[src/rtl/crd_rr_arbiter.sv]
// Credit-gated round-robin arbiter: one flit per cycle onto a shared downstream port,
// grant locked to the owner for the length of a multi-flit packet.
module crd_rr_arbiter #(
  parameter int unsigned NUM_REQ       = 4,
  parameter int unsigned CRD_CNT_MAX   = 4,
  parameter bit          CRD_INIT_FULL = 1'b1
) (
  input  logic               clock,
  input  logic               rstn,
  input  logic [NUM_REQ-1:0] req_vld,
  input  logic [NUM_REQ-1:0] req_last,
  output logic [NUM_REQ-1:0] req_rdy,
  input  logic               crd_rtn,
  output logic               out_vld,
  output logic [NUM_REQ-1:0] out_sel,
  output logic               out_last,
  output logic               crd_avail,
  output logic [3:0]         crd_cnt_bin,
  output logic               crd_ovf
);

  localparam int unsigned PW = (NUM_REQ > 1) ? $clog2(NUM_REQ) : 1;
  typedef logic [PW-1:0] idx_t;
  localparam idx_t LAST_IDX = idx_t'(NUM_REQ - 1);
  localparam logic [CRD_CNT_MAX-1:0] THERMO_RST = CRD_INIT_FULL ? '1 : '0;

  typedef enum logic {IDLE, LOCKED} state_t;

  state_t                 r_state, w_state_nxt;
  idx_t                   r_ptr, w_ptr_nxt;
  idx_t                   r_owner, w_owner_nxt;
  logic [CRD_CNT_MAX-1:0] r_thermo;

  logic [NUM_REQ-1:0] w_gnt;
  idx_t               w_gnt_idx;
  idx_t               w_idx;
  logic               w_hit;
  logic               w_acc;
  logic               w_last;

  function automatic idx_t f_next(input idx_t i);
    return (i == LAST_IDX) ? '0 : idx_t'(i + 1'b1);
  endfunction

  assign crd_avail   = r_thermo[0];
  assign crd_cnt_bin = 4'($countones(r_thermo));
  assign w_acc       = |w_gnt;
  assign w_last      = |(w_gnt & req_last);

  // State register
  always_ff @(posedge clock or negedge rstn) begin
    if (!rstn) begin
      r_state <= IDLE;
      r_ptr   <= '0;
      r_owner <= '0;
    end else begin
      r_state <= w_state_nxt;
      r_ptr   <= w_ptr_nxt;
      r_owner <= w_owner_nxt;
    end
  end

  // Next-state logic, advanced only on an accepted flit
  always_comb begin
    w_state_nxt = r_state;
    w_ptr_nxt   = r_ptr;
    w_owner_nxt = r_owner;
    if (w_acc) begin
      unique case (r_state)
        IDLE: begin
          if (w_last) begin
            w_ptr_nxt = f_next(w_gnt_idx);
          end else begin
            w_state_nxt = LOCKED;
            w_owner_nxt = w_gnt_idx;
          end
        end
        LOCKED: begin
          if (w_last) begin
            w_state_nxt = IDLE;
            w_ptr_nxt   = f_next(r_owner);
          end
        end
        default: w_state_nxt = IDLE;
      endcase
    end
  end

  // Grant logic; gated by rstn so nothing is accepted while reset is held
  always_comb begin
    w_gnt     = '0;
    w_gnt_idx = '0;
    w_hit     = 1'b0;
    w_idx     = r_ptr;
    if (rstn && crd_avail) begin
      if (r_state == LOCKED) begin
        if (req_vld[r_owner]) begin
          w_gnt[r_owner] = 1'b1;
          w_gnt_idx      = r_owner;
        end
      end else begin
        for (int unsigned k = 0; k < NUM_REQ; k++) begin
          if (!w_hit && req_vld[w_idx]) begin
            w_hit        = 1'b1;
            w_gnt[w_idx] = 1'b1;
            w_gnt_idx    = w_idx;
          end
          w_idx = f_next(w_idx);
        end
      end
    end
    req_rdy = w_gnt;
  end

  // Thermometer credit count: shift right on use, left on return, hold on both
  always_ff @(posedge clock or negedge rstn) begin
    if (!rstn) begin
      r_thermo <= THERMO_RST;
      crd_ovf  <= 1'b0;
    end else if (w_acc && !crd_rtn) begin
      r_thermo <= r_thermo >> 1;
    end else if (crd_rtn && !w_acc) begin
      if (r_thermo[CRD_CNT_MAX-1]) crd_ovf <= 1'b1;
      else r_thermo <= (r_thermo << 1) | CRD_CNT_MAX'(1);
    end
  end

  always_ff @(posedge clock or negedge rstn) begin
    if (!rstn) begin
      out_vld  <= 1'b0;
      out_sel  <= '0;
      out_last <= 1'b0;
    end else begin
      out_vld  <= w_acc;
      out_sel  <= w_gnt;
      out_last <= w_last;
    end
  end

endmodule

[config.mk]
export PLATFORM = sky130hd
export DESIGN_NAME = crd_rr_arbiter
export DESIGN_NICKNAME = d
export VERILOG_FILES = /design/src/rtl/crd_rr_arbiter.sv
export SDC_FILE = /design/constraint.sdc
export NUM_CORES = 1
export LEC_CHECK = 0
export ABC_AREA = 1
export BUFFER_PORTS_ARGS = -buffer_cell sky130_fd_sc_hd__buf_2
export CAP_MARGIN = 20
export CORE_ASPECT_RATIO = 0.6
export CORE_MARGIN = 10
export CORE_UTILIZATION = 56
export CTS_CLUSTER_DIAMETER = 120
export CTS_CLUSTER_SIZE = 14
export DETAILED_ROUTE_END_ITERATION = 8
export PLACE_DENSITY = 0.8
export SYNTH_ARGS = -nofsm -noshare
export SYNTH_HDL_FRONTEND = slang
export SYNTH_SLANG_ARGS = --single-unit
[constraint.sdc]
create_clock -name clock -period 4.3 [get_ports clock]
set_clock_uncertainty 0.2 [all_clocks]
set_input_delay 0.645 -clock clock [delete_from_list [all_inputs] [get_ports clock]]
set_output_delay 0.645 -clock clock [all_outputs]
set_load 0.1 [all_outputs]
==> metrics.md, run 1 <==
| Metric | Value |
|---|---|
| Die Area | `5400 um2` |
| Avg Cell Area, Syn | `7.09 um2` |
| Core Region | `about 2600 um2` |
| Largest net degree at the start of global routing | `18` |
| Initial antenna violation count | `0` |
| Detail Placement HPWL | `3130 um` |
| Antenna viol nets, final | `0` |
| Highest clock rate | `roughly 270 MHz` |
| Syn Inst Count | `222` |
| Routed vias/inst | `approximately 5.3` |
| Die Span Y | `61.1 um` |
| Num rows | `14` |
| Final hold vios | `0` |
| # Max-Cap Violations | `0` |
| Hold buffers post-CTS | `0` |
| Initial core utilization | `60.7%` |
| Syn nets | `roughly 250` |
| IO Port Bufs | `25` |
| Area contributors post-synth | `dfrtp_1 19%, nand2_1 16%, ha_1 11%` |
| Resize count post-CTS | `0` |
| YS warnings | `0` |
| TNS Setup | `0 ns` |
| Rel. slew slack | `between 60% and 70%` |
| Wire length per cell | `13.5 um` |
| Vias in the first global route | `around 1200` |
| #FFs+latches synth | `16` |
| H-tree levels | `1` |
| Sink Count | `16` |
| Final Max Tran Viols | `0` |
| Outcome | `finished clean` |
| Most used DFF post-synth | `dfrtp_1` |
| Initial DRC count | `173` |
| Mapped Area | `1570 um2` |
| Die Width | `between 80 and 90 um` |
| Reg clk slew, reported paths | `~0.060 ns` |
| Layout cells sized above 1 | `25.0%` |
| Post-CTS setup buffer count | `0` |
| CP required | `approximately 3.5 ns` |
| Post-synth EDFFs | `0` |
| Critical path peak fanout | `14` |
| Biggest area consumer among synthesized cells | `dfrtp_1` |
| Clock Path Buffers | `2` |
| Gp weighted congestion | `approximately 1` |
| WP data arrival | `2.90 ns` |
| Hold WC Path Type | `primary input to async pin` |
| GRT Total Usage | `approximately 14%` |
| Root buffer cell | `clkbuf_8` |
| Yosys cell types | `34` |
| Total Nets Final | `between 200 and 300` |
| Filler cell count | `about 220` |
| ANT cells | `0` |
| Worst skew pair latency | `around 0.25 ns` |
| Crit path kind | `flop to output pin` |
| CTS tree | `built` |
| Crit path capture type | `output pin` |
| GR Overflow Total | `0` |
| Slew @ Worst Pin | `about 0.51 ns` |
| Post-synthesis async set-or-reset flop share | `between 90% and 100%` |
| Worst setup SP type | `flop` |
| Total CTS buffers | `3` |
| Final Critical Period | `3.74 ns` |
| 1st-pass router iterations | `5` |
| First-pass GRT wire length | `between 6000 and 7000 um` |
| Area grow syn2layout | `12.6%` |
| IO Count | `27` |
| Final worst-path cycle share | `between 80 and 90%` |
| Unrepaired setup endpoints after global routing | `no` |
| Post-synthesis sequential area ratio | `around 26%` |
| DRC errors left | `0` |
| Final WL | `3790 um` |
| Top-area cell type share of the netlist area | `19.1%` |
| Vias | `1481` |
| Final setup fails | `0` |
final cells by class:
cell class | count | area [um2] | area share, %
inverters | 38 | 143 | 8.05
well taps | 32 | 40.0 | 2.26
multi-input cells | 165 | 1000 | 56.6
repair buffers | 25 | 125 | 7.06
clock buffers | 4 | 55.1 | 3.11
flip-flops and latches | 16 | 405 | 22.9
cell families (layout without fill, tap and decap cells):
group / Yosys count / after routing / share of synthesized area (%)
AOI/OAI and AO/OA: 20 / 20 / 7.71
adders and majority gates: 15 / 15 / 12.4
buffers and inverters: 41 / 67 / 10.5
DFF: 16 / 16 / 25.8
muxes: 1 / 1 / 0.636
other: 1 / 1 / 0.238
and+or+nand+nor: 128 / 128 / 42.8
path summary, 6_finish.rpt:
| path | end | cells after the start | start | slack [ns] |
|---|---|---|---|---|
| worst min register to register | crd_ovf$_DFFE_PN0P_ | 1 | crd_ovf$_DFFE_PN0P_ | 0.26 |
| worst min-delay path | out_sel[3]$_DFF_PN0_ | 1 | rstn | 0.09 |
| max in group asynchronous | r_thermo[0]$_DFFE_PN1P_ | 1 | rstn | 3.50 |
| min in group clock | crd_ovf$_DFFE_PN0P_ | 1 | crd_ovf$_DFFE_PN0P_ | 0.26 |
| worst max-delay path | req_rdy[0] | 11 | r_ptr[0]$_DFFE_PN0P_ | 0.56 |
| worst max register to register | r_thermo[2]$_DFFE_PN1P_ | 16 | r_ptr[0]$_DFFE_PN0P_ | 0.64 |
metal layers:
layer / part of all wire (%) / GRT usage, % / wire length (um) / vias to the layer above
met5: 0 / 0 / 0 / -
met4: 0.32 / 2.75 / 12 / 0
met3: 13 / 6.46 / 483 / 2
met2: 37 / 17.7 / 1420 / 70
met1: 49 / 21.3 / 1880 / 661
li1: - / - / - / 748
cell usage after synthesis, types with 2 or more instances:
cell type / n
nand2_1: 67
inv_1: 34
nand3_1: 19
ha_1: 14
nor2_1: 13
dfrtp_1: 12
a21oi_1: 7
nand2_2: 7
nand4_1: 5
nor2_4: 5
dfstp_2: 4
inv_2: 4
o21ai_0: 4
nand3_2: 3
a22oi_1: 2
nand2_4: 2
nand3_4: 2
o21ai_1: 2
placed cells by master, fill, tap and decap left out:
master and count:
inv_1 34, nand3_1 19, ha_1 14, nand2_8 1, nand4_1 5, conb_1 1
nand2_1 67, a22oi_1 2, nand3_2 3, a211oi_1 1, clkbuf_8 4, dfstp_2 4
o21a_1 1, nand3_4 2, nor2_2 1, nand2_4 2, nor2_4 5, nand2_2 7
nor3_1 1, dfrtp_1 12, a21oi_1 7, o21ai_2 1, o21ai_0 4, a21oi_2 1
mux2i_1 1, inv_2 4, nor2_1 13, fa_1 1, buf_2 25, o21ai_1 2
nor2_8 1, nand3b_1 1, a31o_2 1
through the flow:
stage | utilization, % | instance area (um2) | hold slack (ns) | std cells | setup slack, ns
global placement | 66.2 | 1720 | 0.261 | 276 | 0.827
detailed placement | 66.2 | 1720 | 0.252 | 276 | 0.720
global route | 68.3 | 1770 | 0.111 | 280 | 0.326
floorplan | - | 1570 | 0.149 | 222 | 0.855
CTS | 68.3 | 1770 | 0.106 | 280 | 0.598
finish | 68.3 | 1770 | 0.0915 | 280 | 0.557
sequential cells by signal, summed over array words and instances, names as in the netlist:
register	flops
r_ptr	2
r_owner	2
r_state	1
out_sel	4
out_vld	1
crd_ovf	1
r_thermo	4
out_last	1
worst max-delay path: stages (launching register included):
cell and delay (ns):
dfrtp_1 0.66, inv_2 0.18, ha_1 0.42, inv_1 0.13, nand3_1 0.12, nand2_2 0.10, nor2_2 0.23, a21oi_1 0.10
nand3_1 0.10, nand2_1 0.09, inv_1 0.08, buf_2 0.43
Power of run 1 is not shown: default switching activity piles up to over one toggle a cycle in this logic, so the estimate is an artifact.
==> run 2, diff against run 1 <==
--- a/config.mk
+++ b/config.mk
@@ -15,6 +15,7 @@
 export CTS_CLUSTER_SIZE = 14
 export DETAILED_ROUTE_END_ITERATION = 8
 export PLACE_DENSITY = 0.8
+export RECOVER_POWER = 25
 export SYNTH_ARGS = -nofsm -noshare
 export SYNTH_HDL_FRONTEND = slang
 export SYNTH_SLANG_ARGS = --single-unit
==> run 2 against run 1 <==
Net effect: clock-buffer cell count unchanged; utilization about the same; sequential share of layout area hardly changed; cell area hardly changed; maximum frequency unchanged; critical path type unchanged; wire length barely moved.
==> metrics.md, run 2 (synthesis results as in run 1) <==
| Metric | Value |
|---|---|
| Final worst-path cycle share | `between 80% and 90%` |
| Filler cell count | `217` |
| Detail Placement HPWL | `between 3000 and 4000 um` |
| Die Width | `between 80 and 90 um` |
| Outcome | `finished clean` |
| Total Nets Final | `275` |
| Sink Count | `16` |
| Initial core utilization | `between 60% and 70%` |
| Clock Path Buffers | `2` |
| Gp weighted congestion | `roughly 0.98` |
| Resize count post-CTS | `0` |
| Final Critical Period | `3.74 ns` |
| Initial DRC count | `173` |
| Final hold vios | `0` |
| Reg clk slew, reported paths | `~0.060 ns` |
| Met1 Use GR | `21.3%` |
| Worst skew pair latency | `0.25 ns` |
| Reg2reg path depth | `16` |
| Post-CTS setup buffer count | `0` |
| Hold wc startpoint | `crd_ovf$_DFFE_PN0P_` |
| Worst hold endpoint | `crd_ovf$_DFFE_PN0P_` |
| IO Port Bufs | `25` |
| Vias | `1481` |
| Most frequent cells in the layout | `67 x nand2_1, 34 x inv_1, 24 x buf_2` |
| Root buffer cell | `clkbuf_8` |
| Met3 usage | `6.46%` |
| Crit path kind | `flop to output pin` |
| Top flop regs | `out_sel (4), r_thermo (4)` |
| Routed vias/inst | `approximately 5.3` |
| Vias in the first global route | `1240` |
| Rel. slew slack | `43.0%` |
| ANT cells | `0` |
| DRC errors left | `0` |
| CP required | `between 3 and 4 ns` |
| First-pass GRT wire length | `about 6000 um` |
| Critical path peak fanout | `14` |
| Hold WC Path Type | `flop to flop` |
| Met2 usage | `around 18%` |
| Die Area | `approximately 5400 um2` |
| WP data arrival | `approximately 2.9 ns` |
| Hold buffers post-CTS | `0` |
| Die Span Y | `61.1 um` |
| Final Max Tran Viols | `0` |
| Largest net degree at the start of global routing | `18` |
| Num rows | `14` |
| Commonest non-fill, non-tap cell in the layout | `nand2_1` |
| Total CTS buffers | `3` |
| TNS Setup | `0 ns` |
| Layout cells sized above 1 | `24.6%` |
| Worst r2r dst | `r_thermo[2]$_DFFE_PN1P_` |
| Final WL | `~3800 um` |
| Slew @ Worst Pin | `around 0.86 ns` |
| # Max-Cap Violations | `0` |
| Worst r2r src | `r_ptr[0]$_DFFE_PN0P_` |
| Area grow syn2layout | `12.5%` |
| Initial antenna violation count | `0` |
| Worst setup SP type | `flop` |
| Hold path depth | `1` |
| Antenna viol nets, final | `0` |
| CTS tree | `built` |
| Crit path capture type | `output pin` |
| Wire length per cell | `13.5 um` |
| Unrepaired setup endpoints after global routing | `no` |
| IO Count | `27` |
| GRT Max-Usage Layer | `met1` |
| Final setup fails | `0` |
| Core Region | `approximately 2600 um2` |
| H-tree levels | `1` |
| Highest clock rate | `267 MHz` |
| GR Overflow Total | `0` |
| GRT Total Usage | `between 10 and 15%` |
| 1st-pass router iterations | `5` |
| Flop-to-flop setup slack | `0.64 ns` |
-- run 2: cell count changes in the layout (fill, tap and decap cells not counted) --
| cell | previous run | this run |
|---|---|---|
| buf_2 | 25 | 24 |
| clkbuf_1 | 0 | 1 |
-- run 2: cell type report --
type	instances	area (um2)	area share, %
Clock buffer	4	55.1	3.11
Inverter	38	143	8.06
Multi-Input combinational cell	165	1000	56.7
Sequential cell	16	405	22.9
Tap cell	32	40.0	2.26
Timing Repair Buffer	25	124	7.00
-- run 2: through the flow --
stage / cells / util [%] / hold slack [ns] / area (um2) / worst slack [ns]
after floorplan: 222 / - / 0.149 / 1570 / 0.855
after global placement: 276 / 66.2 / 0.261 / 1720 / 0.827
after detailed placement: 276 / 66.2 / 0.252 / 1720 / 0.720
after CTS: 280 / 68.3 / 0.106 / 1770 / 0.598
after global routing: 280 / 68.3 / 0.295 / 1770 / 0.326
final: 280 / 68.3 / 0.259 / 1770 / 0.557
-- run 2: how the worst max path moves through the flow --
stage | from | cells after the start | slack, ns | endpoint
final | r_ptr[0]$_DFFE_PN0P_ | 11 | 0.56 | req_rdy[0]
after global routing | r_ptr[0]$_DFFE_PN0P_ | 11 | 0.33 | req_rdy[0]
after CTS | r_ptr[0]$_DFFE_PN0P_ | 11 | 0.60 | req_rdy[0]
after detailed placement | r_ptr[0]$_DFFE_PN0P_ | 16 | 0.72 | r_thermo[2]$_DFFE_PN1P_
after global placement | r_ptr[0]$_DFFE_PN0P_ | 16 | 0.83 | r_thermo[2]$_DFFE_PN1P_
after floorplan | r_thermo[0]$_DFFE_PN1P_ | 5 | 0.86 | crd_cnt_bin[1]
-- run 2: layer usage --
metal	vias up	routed length [um]
li1	748	-
met1	661	1880
met2	70	1420
met3	2	482
met4	0	12
met5	-	0
-- run 2: critical path, cell delays in order (launching register included) --
cell	delay [ns]
dfrtp_1	0.66
inv_2	0.18
ha_1	0.42
inv_1	0.13
nand3_1	0.12
nand2_2	0.10
nor2_2	0.23
a21oi_1	0.10
nand3_1	0.10
nand2_1	0.09
inv_1	0.08
buf_2	0.43
Power of run 2 is left out for the same reason.
